`src/rtl/cozy_loader_pkg.sv`:
```
// Shared constants and state encoding for the cozy_cpu program loader.
package cozy_loader_pkg;

    localparam logic [7:0] LOADER_MAGIC = 8'hC0;
    localparam int         MEM_WORDS    = 128;

    typedef enum logic [2:0] {
        ST_IDLE,
        ST_LEN,
        ST_DHI,
        ST_DLO,
        ST_CSUM,
        ST_RUN
    } state_t;

    function automatic logic len_ok(input logic [7:0] n);
        return (n != 8'd0) && (n <= 8'(MEM_WORDS));
    endfunction

endpackage

```
`src/rtl/cozy_loader_timer.sv`:
```
// Inter-byte watchdog: counts idle cycles while enabled, flags the last allowed cycle.
// Combinational expired from a registered count; clear has priority over counting.
module cozy_loader_timer #(
    parameter int TIMEOUT_CYCLES = 50000
) (
    input  logic clk,
    input  logic reset,
    input  logic clear,
    input  logic enable,
    output logic expired
);

    localparam int CW = $clog2(TIMEOUT_CYCLES);
    localparam logic [CW-1:0] LAST = CW'(TIMEOUT_CYCLES - 1);

    logic [CW-1:0] count;

    always_ff @(posedge clk) begin
        if (reset) begin
            count <= '0;
        end else if (clear) begin
            count <= '0;
        end else if (enable && (count != LAST)) begin
            count <= count + CW'(1);
        end
    end

    assign expired = enable && (count == LAST);

endmodule

```
`src/rtl/cozy_loader.sv`:
```
// Receives a framed program image byte stream and writes 16-bit words into cozy_cpu RAM.
// Word write lands 1 clk after its lo byte; no backpressure, CPU held in reset until checksum verifies.
module cozy_loader
    import cozy_loader_pkg::*;
#(
    parameter int TIMEOUT_CYCLES = 50000
) (
    input  logic        clk,
    input  logic        reset,
    input  logic [7:0]  rx_data,
    input  logic        rx_valid,
    output logic        mem_we,
    output logic [7:0]  mem_addr,
    output logic [15:0] mem_wdata,
    output logic        cpu_reset_n,
    output logic        busy,
    output logic        error,
    output logic        loaded
);

    state_t     state;
    logic [6:0] index;
    logic [7:0] len;
    logic [7:0] sum;
    logic [7:0] hi;
    logic       active;
    logic       expired;
    logic       is_magic;

    assign active   = state inside {ST_LEN, ST_DHI, ST_DLO, ST_CSUM};
    assign is_magic = rx_valid && (rx_data == LOADER_MAGIC);

    // Watchdog restarts on every byte and stays parked while no frame is open.
    cozy_loader_timer #(
        .TIMEOUT_CYCLES(TIMEOUT_CYCLES)
    ) u_timer (
        .clk    (clk),
        .reset  (reset),
        .clear  (rx_valid | ~active),
        .enable (active),
        .expired(expired)
    );

    always_ff @(posedge clk) begin
        if (reset) begin
            state       <= ST_IDLE;
            index       <= '0;
            len         <= '0;
            sum         <= '0;
            hi          <= '0;
            mem_we      <= 1'b0;
            mem_addr    <= '0;
            mem_wdata   <= '0;
            cpu_reset_n <= 1'b0;
            busy        <= 1'b0;
            error       <= 1'b0;
            loaded      <= 1'b0;
        end else begin
            mem_we <= 1'b0;
            if (active && !rx_valid && expired) begin
                state <= ST_IDLE;
                error <= 1'b1;
                busy  <= 1'b0;
            end else begin
                case (state)
                    ST_IDLE, ST_RUN: begin
                        if (is_magic) begin
                            state       <= ST_LEN;
                            busy        <= 1'b1;
                            error       <= 1'b0;
                            cpu_reset_n <= 1'b0;
                            loaded      <= 1'b0;
                        end
                    end
                    ST_LEN: begin
                        if (rx_valid) begin
                            if (len_ok(rx_data)) begin
                                state <= ST_DHI;
                                len   <= rx_data;
                                index <= '0;
                                sum   <= '0;
                            end else begin
                                state <= ST_IDLE;
                                error <= 1'b1;
                                busy  <= 1'b0;
                            end
                        end
                    end
                    ST_DHI: begin
                        if (rx_valid) begin
                            hi    <= rx_data;
                            sum   <= sum + rx_data;
                            state <= ST_DLO;
                        end
                    end
                    ST_DLO: begin
                        if (rx_valid) begin
                            sum       <= sum + rx_data;
                            mem_we    <= 1'b1;
                            mem_addr  <= {index, 1'b0};
                            mem_wdata <= {hi, rx_data};
                            if ({1'b0, index} == len - 8'd1) begin
                                state <= ST_CSUM;
                            end else begin
                                index <= index + 7'd1;
                                state <= ST_DHI;
                            end
                        end
                    end
                    ST_CSUM: begin
                        if (rx_valid) begin
                            busy <= 1'b0;
                            if (rx_data == sum) begin
                                state       <= ST_RUN;
                                cpu_reset_n <= 1'b1;
                                loaded      <= 1'b1;
                            end else begin
                                state <= ST_IDLE;
                                error <= 1'b1;
                            end
                        end
                    end
                    default: state <= ST_IDLE;
                endcase
            end
        end
    end

endmodule

```
`config.mk`:
```
export PLATFORM = sky130hd
export DESIGN_NAME = cozy_loader
export DESIGN_NICKNAME = d
export VERILOG_FILES = /design/src/rtl/cozy_loader_pkg.sv /design/src/rtl/cozy_loader_timer.sv /design/src/rtl/cozy_loader.sv
export SDC_FILE = /design/constraint.sdc
export NUM_CORES = 1
export LEC_CHECK = 0
export BUFFER_PORTS_ARGS = -buffer_cell sky130_fd_sc_hd__buf_2
export CAP_MARGIN = 20
export CORE_UTILIZATION = 40
export DETAILED_ROUTE_END_ITERATION = 12
export PLACE_DENSITY_LB_ADDON = 0.08
export SLEW_MARGIN = 20
export SYNTH_ARGS = -nofsm -noshare
export SYNTH_HDL_FRONTEND = slang
export SYNTH_SLANG_ARGS = --single-unit
```
`constraint.sdc`:
```
create_clock -name clk -period 2.75 [get_ports clk]
set_input_delay 0.825 -clock clk [delete_from_list [all_inputs] [get_ports clk]]
set_output_delay 0.825 -clock clk [all_outputs]
set_load 0.05 [all_outputs]
```
### After elaboration in Yosys (flattened, before gate mapping)

Index checks and enable logic that the tools add are counted.

| storage, ports and cells | value |
|---|---|
| register bits | 77 |
| input bits | 11 |
| output and inout bits | 29 |
| word-level logic and storage cells | 109 |

| cells by class | value |
|---|---|
| add/subtract/negate cells | 4 |
| magnitude comparators | 1 |
| equal/unequal tests | 25 |
| multiplexer cells | 34 |
| bitwise operators | 4 |
| reduce and logical (&&, ||, !) cells | 29 |

Operators with widths:

| cell | number |
|---|---|
| $mux W7 | 4 |
| $mux W8 | 3 |
| $mux W3 | 7 |
| $reduce_and A5 Y1 | 4 |
| $add A16 B1 Y16 const B | 1 |
| $eq A16 B16 Y1 const B | 1 |
| $ne A16 B16 Y1 const B | 1 |
| $pmux W8 S2 | 1 |
| $pmux W3 S5 | 1 |
| $ne A2 B2 Y1 const B | 7 |
| $pmux W7 S2 | 1 |
| $mux W1 | 13 |
| $reduce_and A6 Y1 | 2 |
| $ne A3 B3 Y1 const B | 3 |
| $add A8 B8 Y8 | 1 |
| $eq A7 B8 Y1 | 1 |
| $eq A8 B8 Y1 | 1 |
| $eq A8 B8 Y1 const B | 1 |
| $le A8 B8 Y1 const B | 1 |
| $reduce_bool A4 Y1 | 2 |
| $reduce_bool A8 Y1 | 1 |
| $reduce_or A2 Y1 | 4 |
| $sub A8 B1 Y8 const B | 1 |
| $add A7 B1 Y7 const B | 1 |
| other kinds (18) | 34 |

### Depth between registers and ports, before layout

| depth | value |
|---|---|
| depth in word-level cells | 6 |
| gate-level depth with buffers | 8 |
| mapped depth without buffers | 8 |

### Hierarchy

A second synthesis with hierarchy kept.

| unflattened totals | value |
|---|---|
| cells, all modules | 475 |
| area total of the unflattened synthesis | 3,943.8 um2 |

By module, submodules not included:

| module | times used | cells each | area an instance (um2) | seq. area each (um2) |
|---|---|---|---|---|
| cozy_loader | 1 | 385 | 3,135.5 | 1,221.2 |
| cozy_loader_timer | 1 | 90 | 808.3 | 320.3 |

### Worst setup path before layout

No wires, ideal clock.

| path | value |
|---|---|
| kind | input-to-reg |
| start point | input port rx_data[4] |
| end point | register error |
| setup time | 0.074 ns |
| arrival | 2.526 ns |
| required time | 2.676 ns |
| setup slack | 0.149 ns |
| stages | 6 |
| buffers on the path | 0 |
| cell sequence | or4_4 -> or3_4 -> a21bo_1 -> a21o_1 -> or3_1 -> a31oi_1 |

| on the way | value |
|---|---|
| word-level cells in the longest chain between the ends | 4 |
| elaborated cells between the ends (all ways) | 10 |
| those cells by class | 1 x order compare; 5 x eq/ne; 4 x reduce/logical |

Ends and longest elaborated chain:

| element | RTL line | text |
|---|---|---|
| from (decl) | cozy_loader.sv:10 | `input logic [7:0] rx_data,` |
| $le A8 B8 Y1, or another cell as far along | cozy_loader_pkg.sv:17 | `return (n != 8'd0) && (n <= 8'(MEM_WORDS));` |
| $logic_and A1 B1 Y1 (on tied branches) | cozy_loader_pkg.sv:17, cozy_loader.sv:31 |  |
| $ne A3 B3 Y1 (no line) | -- |  |
| $reduce_and A6 Y1 (no line) * | -- |  |
| to (signal assigned) | cozy_loader.sv:56 | `error <= 1'b0;` |
| to (signal assigned) | cozy_loader.sv:62 | `error <= 1'b1;` |
| to (signal assigned) | cozy_loader.sv:70 | `error <= 1'b0;` |
| to (decl) | cozy_loader.sv:17 | `output logic error,` |

Mark *: on every way between the ends. The rest lies on a longest branch, timed or not.
A chain may end at the register's enable or synchronous reset.

### Worst setup path in the final report

Ends and elaborated chain as after synthesis.

==> qor.csv <==
stage,metric,value,unit
status,outcome,"complete, no violations",
sta,finalSetupViolCount,0,
logic_synthesis,ys_ff_latch,77,
logic_synthesis,ys_seq_area_share,40.43,%
sta,fin_hold_ws,0.4527,ns
cells_and_area,nFillCells,954,
critical_path,critPathCaptureType,register,
logic_synthesis,synth_simple_gate_area_share,26.06,%
sta,worst_slew_pin_slew,0.6554,ns
logic_synthesis,synth_top_family_by_area,simple AND/OR/NAND/NOR gates,
sta,skew,0.01287,ns
detailed_routing,wire_per_inst,14.08,um
die,die_y,99.63,um
sta,finalHoldViolations,0,
die,coreArea,0.009240,sq mm
place,port_buffers,38,
critical_path,cp-startpoint,rx_data[4],
global_route,grt-ovfl-total,0,
cells_and_area,layout_common_cells,"dfxtp_1 (77), nand2_1 (63), nor2_1 (51), a21oi_1 (39), buf_2 (38)",
clock_tree,cts_tree,built,
place,hpwl,6307,um
cells_and_area,utilization,48.67,%
global_route,grt_first_pass_wirelength,14960,um
worst_hold_path,worstHoldStart,mem_wdata[8]$_SDFFE_PP0P_,
detailed_routing,route.detailed.drc,0,
clock_tree,ctsResizeCount,0,
logic_synthesis,synthMuxAreaShare,4.989,%
cells_and_area,antennaDiodeCount,0,
cells_and_area,mostFrequentLayoutCell,dfxtp_1,
place,post-place-ws,-0.1435,ns
logic_synthesis,async_flop_share,0,%
global_route,grt_max_degree,57,
power_and_ir_drop,ir_worst_vdd,0.1862,mV
place,gp_congestion,0.8740,
clock_tree,clock_latency,0.36,ns
power_and_ir_drop,power.density,447.8,mW/mm^2
cells_and_area,syn_to_final_growth,17.95,%
logic_synthesis,synthFlopType,dfxtp_1,
global_route,grt_use_total,19.22,%
detailed_routing,drtIter0Drc,94,
critical_path,crit_fanout,3,
clock_tree,h-tree-depth,3,
die,rows,35,
sta,period_share,91.95,%
logic_synthesis,synth_adder_area_share,3.807,%
detailed_routing,drt-total-wl,9038,um
critical_path,cp.arrival,2.81,ns
critical_path,crit-reg2reg-launch,len[0]$_SDFFE_PP0P_,
detailed_routing,via_per_inst,5.087,
logic_synthesis,synth_cell_types,60,
cells_and_area,multi_input_area,0.002146,sq mm
cells_and_area,nets,530,
critical_path,r2r_cells,6,
sta,fmax,395.5,MHz
clock_tree,post_cts_buffers,0,
detailed_routing,drt-pass1-iter-count,4,
global_route,antenna_found_initial,0,
global_route,grt_pass1_vias,3027,
logic_synthesis,syn_nets,473,
die,start_util,41.26,%
worst_hold_path,hp-class,reg2reg,
logic_synthesis,avgSynthCellArea,8.453,sq um
power_and_ir_drop,power.total,2.014,mW
clock_tree,cts.clk_slew.worst_paths,0.09,ns
die,dieArea,0.009925,sq mm
detailed_routing,postRouteAntennaNets,0,
sta,slew_headroom,56.19,%
critical_path,critPathKind,in2reg,
logic_synthesis,synthCells,451,
worst_hold_path,holdPathStages,2,
cells_and_area,drive_gt1_share,17.93,%
clock_tree,cts_hold_buf,0,
sta,rsz0062_at_grt,false,
die,io-pin-count,40,
clock_tree,numCtsBuffers,9,
clock_tree,cts_num_sinks,77,
detailed_routing,vias,3266,
clock_tree,cts-root-buf,clkbuf_8,
clock_tree,clock_path_buffers,2,
logic_synthesis,ys_warn_count,0,
critical_path,start_kind,primary input,
power_and_ir_drop,p_leak,1.748,nW
critical_path,critPathRequiredTime,3.03,ns
logic_synthesis,synth_area,0.003812,sq mm
logic_synthesis,synth-xor-area-share,6.662,%
logic_synthesis,synth_edf_count,0,
sta,fin_crit,2.529,ns
die,dieWidth,99.63,um
job,maxCapViolations,0,
sta,finalWorstSetupSlack,0.2215,ns
cells_and_area,seq_area,0.001541,sq mm
logic_synthesis,synth-compound-area-share,14.67,%
sta,slew_viol_final,0,
-- cell type report --
type	count	share of cell area [%]
clock buffer	9	2.755
clock inverter	7	1.308
inverter	8	0.6678
multi-input combinational	343	47.72
sequential	77	34.28
tap	129	3.589
timing repair buffer	69	9.683
-- sequential cells by signal (all words and copies together) (netlist names) --
| name | count |
|---|---|
| loaded | 1 |
| error | 1 |
| mem_addr | 7 |
| state | 3 |
| index | 7 |
| mem_we | 1 |
| mem_wdata | 16 |
| busy | 1 |
| sum | 8 |
| hi | 8 |
| len | 8 |
| u_timer.count | 16 |
-- metal layers --
layer / vias to the layer above / global-route usage [%] / wire, um
met5: - / 0 / 0
met4: 0 / 5.769 / 57
met3: 5 / 4.287 / 246
met2: 37 / 29.33 / 4017
met1: 1529 / 27.01 / 4717
li1: 1695 / - / -
-- synthesized netlist by cell type (2+ instances only) --
library cell	instances	share of area (%)
a32o_1	5	1.3
o21bai_1	2	0.39
or4_1	2	0.39
and3_1	3	0.49
buf_4	2	0.39
clkbuf_1	20	2.0
nand2b_1	4	0.66
xor2_1	13	3.0
and4_1	4	0.92
o211ai_1	3	0.59
or4bb_1	2	0.59
xnor2_1	16	3.7
nor2_1	51	5.0
nor4_1	2	0.33
dfxtp_1	77	40
or3_1	7	1.1
inv_1	8	0.79
nor4b_1	4	0.92
or2_2	2	0.33
mux2i_1	19	5.0
a31oi_1	2	0.33
nand3_1	18	2.4
and2_1	4	0.66
o21ai_0	8	1.1
nor3b_1	6	1.2
o21ai_1	2	0.26
a21oi_1	39	5.1
nand2_1	63	6.2
a211oi_1	2	0.39
o21a_1	2	0.39
nand3b_1	3	0.59
nand4_1	7	1.1
a21o_1	4	0.79
nor3_1	8	1.1
ha_1	10	3.3
nor2b_1	2	0.33
a2111o_1	2	0.59
-- cells by family after synthesis --
kind of cell	Yosys count
simple gates	199
compound gates	84
flops	77
xor+xnor	29
mux	19
buf+inv	31
other cells	1
fa+ha+maj	11
-- where the power goes --
group / switching [mW] / internal [mW]
clock: 0.475 / 0.340
combinational: 0.0547 / 0.0296
sequential: 0.000109 / 1.11
-- metrics by stage --
| stage | cells | TNS, ns | area, sq um |
|---|---|---|---|
| 2_1_floorplan | 451 | 0 | 3812 |
| 3_3_place_gp | 626 | -0.7300 | 4314 |
| 3_5_place_dp | 626 | -0.9917 | 4314 |
| 4_1_cts | 642 | 0 | 4497 |
| 5_1_grt | 642 | 0 | 4497 |
| 6_report | 642 | 0 | 4497 |
-- final timing paths --
| kind | end | slack, ns |
|---|---|---|
| worst max-delay path | error$_SDFFE_PP0P_ | 0.22 |
| worst min-delay path | mem_wdata[8]$_SDFFE_PP0P_ | 0.45 |
| worst max register to register | index[2]$_SDFFE_PP0P_ | 0.49 |
| worst min register to register | mem_wdata[8]$_SDFFE_PP0P_ | 0.45 |
-- critical path, cell delays in order --
cell and delay, ns:
buf_2 0.11, or4_4 0.54, buf_4 0.16, or3_1 0.37, a2bb2oi_1 0.16, a21o_1 0.20, or3_1 0.31, a31oi_1 0.15
Note: power is estimated with default switching activity, not from simulation.
